--- config.mk ---
export PLATFORM = sky130hd
export DESIGN_NAME = weight_sequencer
export DESIGN_NICKNAME = d
export VERILOG_FILES = /design/src/rtl/weight_pkg.sv /design/src/rtl/weight_sequencer.sv
export SDC_FILE = /design/constraint.sdc
export NUM_CORES = 1
export LEC_CHECK = 0
export CORE_MARGIN = 5
export CORE_UTILIZATION = 58
export CTS_CLUSTER_SIZE = 8
export DETAILED_ROUTE_END_ITERATION = 8
export PLACE_DENSITY = 0.93
export SKIP_CTS_REPAIR_TIMING = 1
export SYNTH_ARGS = -nofsm -noshare
export SYNTH_HDL_FRONTEND = slang
export SYNTH_SLANG_ARGS = --single-unit
--- constraint.sdc ---
create_clock -name clk -period 3.68 [get_ports clk]
set_input_delay 0.92 -clock clk [delete_from_list [all_inputs] [get_ports clk]]
set_output_delay 0.92 -clock clk [all_outputs]
set_load 0.005 [all_outputs]
--- src/rtl/weight_pkg.sv ---
// Shared weight-path definitions: sequencer FSM states, geometry widths and
// the address-space fit check, also used by the weight controller's address math.
package weight_pkg;

    localparam int OD_W          = 8;
    localparam int ID_W          = 4;
    localparam int ADDR_SPACE    = 256;
    localparam int DRAIN_DEFAULT = 2;

    typedef enum logic [1:0] {
        IDLE  = 2'd0,
        ISSUE = 2'd1,
        DRAIN = 2'd2,
        DONE  = 2'd3
    } state_e;

    // Largest address od1+1+od*(id-1) stays within 8 bits exactly when od*id <= 256.
    function automatic logic fits_addr_space(input logic [OD_W-1:0] od,
                                             input logic [ID_W-1:0] id);
        logic [15:0] prod;
        prod = 16'(od) * 16'(id);
        return prod <= 16'(ADDR_SPACE);
    endfunction

endpackage

--- src/rtl/weight_sequencer.sv ---
// Weight request issue stage: walks od pairs (outer) and id chunks (inner) of a
// layer, one request per ready cycle, then waits for the controller to drain.
module weight_sequencer
    import weight_pkg::*;
#(
    parameter int unsigned DRAIN_CYCLES = DRAIN_DEFAULT
) (
    input  logic            clk,
    input  logic            reset,
    input  logic            start_i,
    input  logic [OD_W-1:0] total_od_i,
    input  logic [ID_W-1:0] total_id_i,
    input  logic            pe_ready_i,
    output logic [OD_W-1:0] weight_od1_o,
    output logic [ID_W-1:0] weight_id_o,
    output logic            weight_main_valid_o,
    output logic            weight_od2_valid_o,
    output logic            busy_o,
    output logic            done_o,
    output logic            err_o
);

    state_e          state_q, state_d;
    logic [OD_W-1:0] od1_q, od1_d;
    logic [ID_W-1:0] id_q, id_d;
    logic [OD_W-1:0] tod_q, tod_d;
    logic [ID_W-1:0] tid_q, tid_d;
    logic [7:0]      drain_q, drain_d;
    logic            err_q, err_d;

    logic last_chunk;
    logic last_pair;

    assign last_chunk = (id_q == tid_q - 4'd1);
    // 9-bit compare so od1+2 cannot wrap when total_od is near 255.
    assign last_pair  = (({1'b0, od1_q} + 9'd2) >= {1'b0, tod_q});

    always_ff @(posedge clk or negedge reset) begin
        if (!reset) begin
            state_q <= IDLE;
            od1_q   <= '0;
            id_q    <= '0;
            tod_q   <= '0;
            tid_q   <= '0;
            drain_q <= '0;
            err_q   <= 1'b0;
        end else begin
            state_q <= state_d;
            od1_q   <= od1_d;
            id_q    <= id_d;
            tod_q   <= tod_d;
            tid_q   <= tid_d;
            drain_q <= drain_d;
            err_q   <= err_d;
        end
    end

    always_comb begin
        state_d = state_q;
        od1_d   = od1_q;
        id_d    = id_q;
        tod_d   = tod_q;
        tid_d   = tid_q;
        drain_d = drain_q;
        err_d   = 1'b0;
        case (state_q)
            IDLE: begin
                if (start_i) begin
                    tod_d = total_od_i;
                    tid_d = total_id_i;
                    od1_d = '0;
                    id_d  = '0;
                    if (!fits_addr_space(total_od_i, total_id_i))
                        err_d = 1'b1;
                    else if (total_od_i == '0 || total_id_i == '0)
                        state_d = DONE;
                    else
                        state_d = ISSUE;
                end
            end
            ISSUE: begin
                if (pe_ready_i) begin
                    if (last_chunk) begin
                        id_d  = '0;
                        od1_d = od1_q + 8'd2;
                        if (last_pair) begin
                            drain_d = 8'(DRAIN_CYCLES);
                            state_d = (DRAIN_CYCLES == 0) ? DONE : DRAIN;
                        end
                    end else begin
                        id_d = id_q + 4'd1;
                    end
                end
            end
            DRAIN: begin
                if (drain_q <= 8'd1)
                    state_d = DONE;
                else
                    drain_d = drain_q - 8'd1;
            end
            DONE: state_d = IDLE;
            default: state_d = IDLE;
        endcase
    end

    assign weight_od1_o        = od1_q;
    assign weight_id_o         = id_q;
    assign weight_main_valid_o = (state_q == ISSUE) && pe_ready_i;
    assign weight_od2_valid_o  = (state_q == ISSUE) && (({1'b0, od1_q} + 9'd1) < {1'b0, tod_q});
    assign busy_o              = (state_q != IDLE);
    assign done_o              = (state_q == DONE);
    assign err_o               = err_q;

endmodule

# Yosys cells after proc, flatten, opt, wreduce, memory -nomap -nowiden
# Index checks and enable logic that the tools add are counted.
# totals
inputBits,16
wordCells,67
out_inout_bits,17
regBits,35
# op_classes
add_sub_neg,6
order_cmp,4
multipliers,1
eq_ne,11
reduce_logical,14
muxes,24
# ops
cell,n
8-bit 2-to-1 mux,7
8-bit case mux with 2 select lines,2
2-bit 2-to-1 mux,7
2-bit inequality test (second input constant),7
12-bit by 9-bit <= comparator with 1-bit output (second input constant),1
8-bit by 4-bit multiplier with 12-bit output,1
4-bit 2-to-1 mux,3
8-bit by 1-bit adder with 9-bit output (second input constant),1
8-bit by 2-bit adder with 9-bit output (second input constant),1
9-bit by 8-bit greater-or-equal comparator with 1-bit output,1
9-bit by 8-bit < comparator with 1-bit output,1
8-bit by 2-bit adder with 8-bit output (second input constant),1
8-bit by 1-bit <= comparator with 1-bit output (second input constant),1
8-bit zero test,1
2-bit case mux with 4 select lines,1
4-bit case mux with 2 select lines,1
8-bit by 1-bit subtractor with 8-bit output (second input constant),1
6-bit AND reduction,1
2-bit nonzero test,3
5-bit AND reduction,1
4-bit by 1-bit adder with 4-bit output (second input constant),1
2-bit == test (second input constant),2
4-bit == test,1
4-bit zero test,1
other kinds (9),12

# Depth between registers and ports, before layout
# depth
ltp_word,6
ltp_mapped,14
mapped_depth_nobuf,13

# Worst setup path after synthesis
# Ideal clock, no wire load.
# synth_path
path_type,input -> register
start,input port total_id_i[3]
end,register state_q[0]
path_buffers,1
required_time_ns,3.601
setup_ns,0.079
arrival_time_ns,4.067
cell_stages,13
setup_slack_ns,-0.467
cell_sequence,clkbuf_1 > nand2_1 > fa_1 > fa_1 > inv_1 > ha_1 > a211oi_1 > or4b_2 > o21ai_0 > nor4_1 > o211ai_1 > a21oi_1 > mux2i_1
# synth_between
elab_chain_len,4
# synth_lines
item,line,text
start: declaration,weight_sequencer.sv:12,"input logic [ID_W-1:0] total_id_i,"
8-bit by 4-bit multiplier with 12-bit output,weight_pkg.sv:21,prod = 16'(od) * 16'(id);
12-bit by 9-bit <= comparator with 1-bit output,weight_pkg.sv:22,return prod <= 16'(ADDR_SPACE);
2-bit inequality test (no source line),--,
6-bit AND reduction (no source line),--,
end signal: assignment,weight_sequencer.sv:48,state_q <= state_d;
end: declaration,weight_sequencer.sv:23,"state_e state_q, state_d;"
# Every way passes these cells.
# A chain may end at the register's enable or synchronous reset.

# Worst setup path in the final report
# layout_path
start,input port total_id_i[1]
end,register state_q[1]
# layout_between
elab_chain_len,6
elab_cells_between_ends,10
cone_classes,mul (1); order compare (1); eq/ne (1); mux (4); reduce/logical (3)
# layout_lines
item
"parallel branches: the longest is 6 deep, another holds 8-bit by 4-bit multiplier with 12-bit output"
# Several ways; the timed one is not identified. The select of a mux whose other input is x is not followed.

==> flow_summary.ini <==
[global_route]
grt_overflow = 0
grt_pass1_vias = 2831
antenna_found_initial = 0
grt_max_degree = 35
grt_pass1_wl_um = 12600
grt_use_total_pct = 24.2

[logic_synthesis]
synth_top_family_by_area = adder cells
syn_avg_cell_area_um2 = 9.00
synth_seq_area_share_pct = 27.7
synthAdderAreaFrac_pct = 24.1
syn_inst = 341
synth.most_common_cell = nand2_1
synth_top_area_share_pct = 27.7
async_reset_ff_share_pct = 100
synth_top_area_cell = dfrtp_1
synthXorXnorAreaFrac_pct = 5.71
syn_nets = 409
synth_area_leaders = dfrtp_1, ha_1, fa_1
dominantRegCellSynth = dfrtp_1
synth_common_cells = nand2_1, ha_1, inv_1
synthDistinctLibCells = 51
synthSimpleGateAreaFrac_pct = 17.4
synth_mux_area_share_pct = 5.42
synth_edf_count = 0
netlist_area_um2 = 3070
yosys_warnings = 0
synth_compound_area_share_pct = 13.7
ys_ff_latch = 34

[clocking]
cts_root_buf = clkbuf_8
h-tree-depth = 2
cts_buffer_depth = 2
cts-buffers-inserted = 5
cts_tree = built
worstSkewPairLatency_ps = 300
cts_sinks = 34
path_clk_slew_ps = 70

[timing]
fin_worst_skew_ps = 12.5
fmax_ghz = 0.276
fin_crit_ps = 3630
finalCritPeriodShare_pct = 98.6
rsz0062_at_grt = yes
slew_violations = 0
timing.final.hold_violations = 0
setup_viol = 0
whs_ps = 500
worst_pin_slew_ps = 961
fin_ws_ps = 50.5
max_slew_margin_pct = 35.4

[worst_hold_path]
hp-class = flop to flop
hold_path_depth = 1

[setup_path]
path_cells = buf_8 -> buf_6 -> nand2_4 -> fa_1 -> fa_2 -> inv_2 -> ha_4 -> a211oi_4 -> xor2_1 -> a22oi_1 -> nor4_1 -> o211ai_1 -> a21oi_2 -> mux2i_1
reg2reg_depth = 11
cp_max_fo = 3
critPathArrivalTime_ps = 3850
critPathKind = input port to flop
cp-start-kind = input port
crit_buf_inv = 3
slowest_delay_ps = 590
slowest_stage = fa_2
cp-end-kind = flop
critPathTopFamily = adder cells
cp_num_cells = 14
required_ps = 3900

[finish]
areaGrowthSynthToFinish_pct = 29.1
post-route-util_pct = 77.1
n_antenna_cell = 0
finalNonFillerCells = 478
drive_gt1_share_pct = 23.3
fin_nets = 475

[placement]
placed_cells = 470
portBuffers = 31
place_congestion = 0.882
post-place-ws_ps = -927
dp_hpwl_um = 5850

[routing]
ant_nets = 0
drcViolationCount = 0
num_vias = 2761
via_per_inst = 5.78
drtIter0Drc = 184
dr.pass1.iters = 4
wl_per_cell_um = 16.7
routed_wl_um = 7990

[floorplanning]
row_count = 26
ios = 33
start_util_pct = 59.7
die_y_um = 82.7
core_area_um2 = 5140
fp.dieW_um = 82.7
fp.dieArea_um2 = 6850

[power]
p_clk_share_pct = 12.7
p_sw_mw = 1.03
seq_power_share_pct = 27.5
vdd_drop_max_uv = 262
pwr-share-comb_pct = 59.8
pwr_density_cell_nw_per_um2 = 592
p_leak_nw = 1.89
p_int_mw = 1.31
total_power_mw = 2.35
switching_share_pct = 44.0

[flow_run]
cap_violations = 0

[run_status]
status = finished clean
[final timing paths]
check,startpoint,to,slack (ps)
max,total_id_i[1],state_q[1]$_DFFE_PN0P_,50
min,tod_q[0]$_DFFE_PN0P_,tod_q[0]$_DFFE_PN0P_,500
max reg2reg,weight_od1_o[1]$_DFFE_PN0P_,drain_q[4]$_DFFE_PN0P_,560
min reg2reg,tod_q[0]$_DFFE_PN0P_,tod_q[0]$_DFFE_PN0P_,500
max in group asynchronous,reset,tod_q[0]$_DFFE_PN0P_,2320
min in group asynchronous,reset,drain_q[7]$_DFFE_PN0P_,1040
[cell families after synthesis]
logic type,after synthesis
simple gates,114
buf+inv,44
compound gates,61
flops,34
fa+ha+maj,52
other cells,1
xor+xnor,20
mux,15
[sequential cells by signal (all words and copies together), names as in the netlist]
register / flops
drain_q: 8
tod_q: 8
weight_od1_o: 7
tid_q: 4
err_o: 1
state_q: 2
weight_id_o: 4
[final cells by class]
class / instances / area, µm²
Clock inverter: 2 / 12.5
Sequential cell: 34 / 851
Tap cell: 70 / 87.6
Inverter: 35 / 131
Fill cell: 339 / 1180
Timing Repair Buffer: 68 / 591
Clock buffer: 6 / 82.6
Multi-Input combinational cell: 263 / 2210
[layout by cell type (no fill, tap or decap), types with 11 or more instances in the layout]
cell type | Yosys | layout
inv_1 | 35 | 33
buf_4 | 1 | 36
xnor2_1 | 11 | 11
clkdlybuf4s50_1 | 0 | 19
nor2_1 | 20 | 20
mux2_2 | 13 | 13
o21ai_0 | 17 | 15
nand2_1 | 54 | 50
dfrtp_1 | 34 | 34
ha_1 | 40 | 32
[per-stage QoR]
step                      cell area, µm²  setup TNS [ps]
final                               3960               0
after global routing                3960            -242
after CTS                           3860           -1740
after detailed placement            3770           -2630
after global placement              3770           -2310
after floorplan                     3180            -188
[worst register-to-register path, delay by kind of cell (launching register included)]
kind | cells | cell delay, ps
adder cells (fa/ha/maj) | 2 | 440
flip-flops | 1 | 360
buffers and inverters | 1 | 160
AO/OA/AOI/OAI | 4 | 1170
AND/OR/NAND/NOR | 3 | 700
XOR/XNOR | 1 | 230
[power by group through the flow]
stage | Clock, mW | Sequential [mW] | Combinational (mW)
CTS | 0.298 | 0.635 | 1.36
detailed placement | 0 | 0.640 | 1.33
finish | 0.298 | 0.645 | 1.40
floorplan | 0 | 0.615 | 0.929
global placement | 0 | 0.629 | 1.24
global route | 0.314 | 0.659 | 1.55
[layer usage]
| layer | wire length, µm | track usage (%) |
|---|---|---|
| met3 | 416 | 4.34 |
| met5 | 0 | 0 |
| met2 | 4350 | 44.8 |
| met1 | 2980 | 26.9 |
| met4 | 234 | 10.3 |
(Power assumes the default switching activity.)
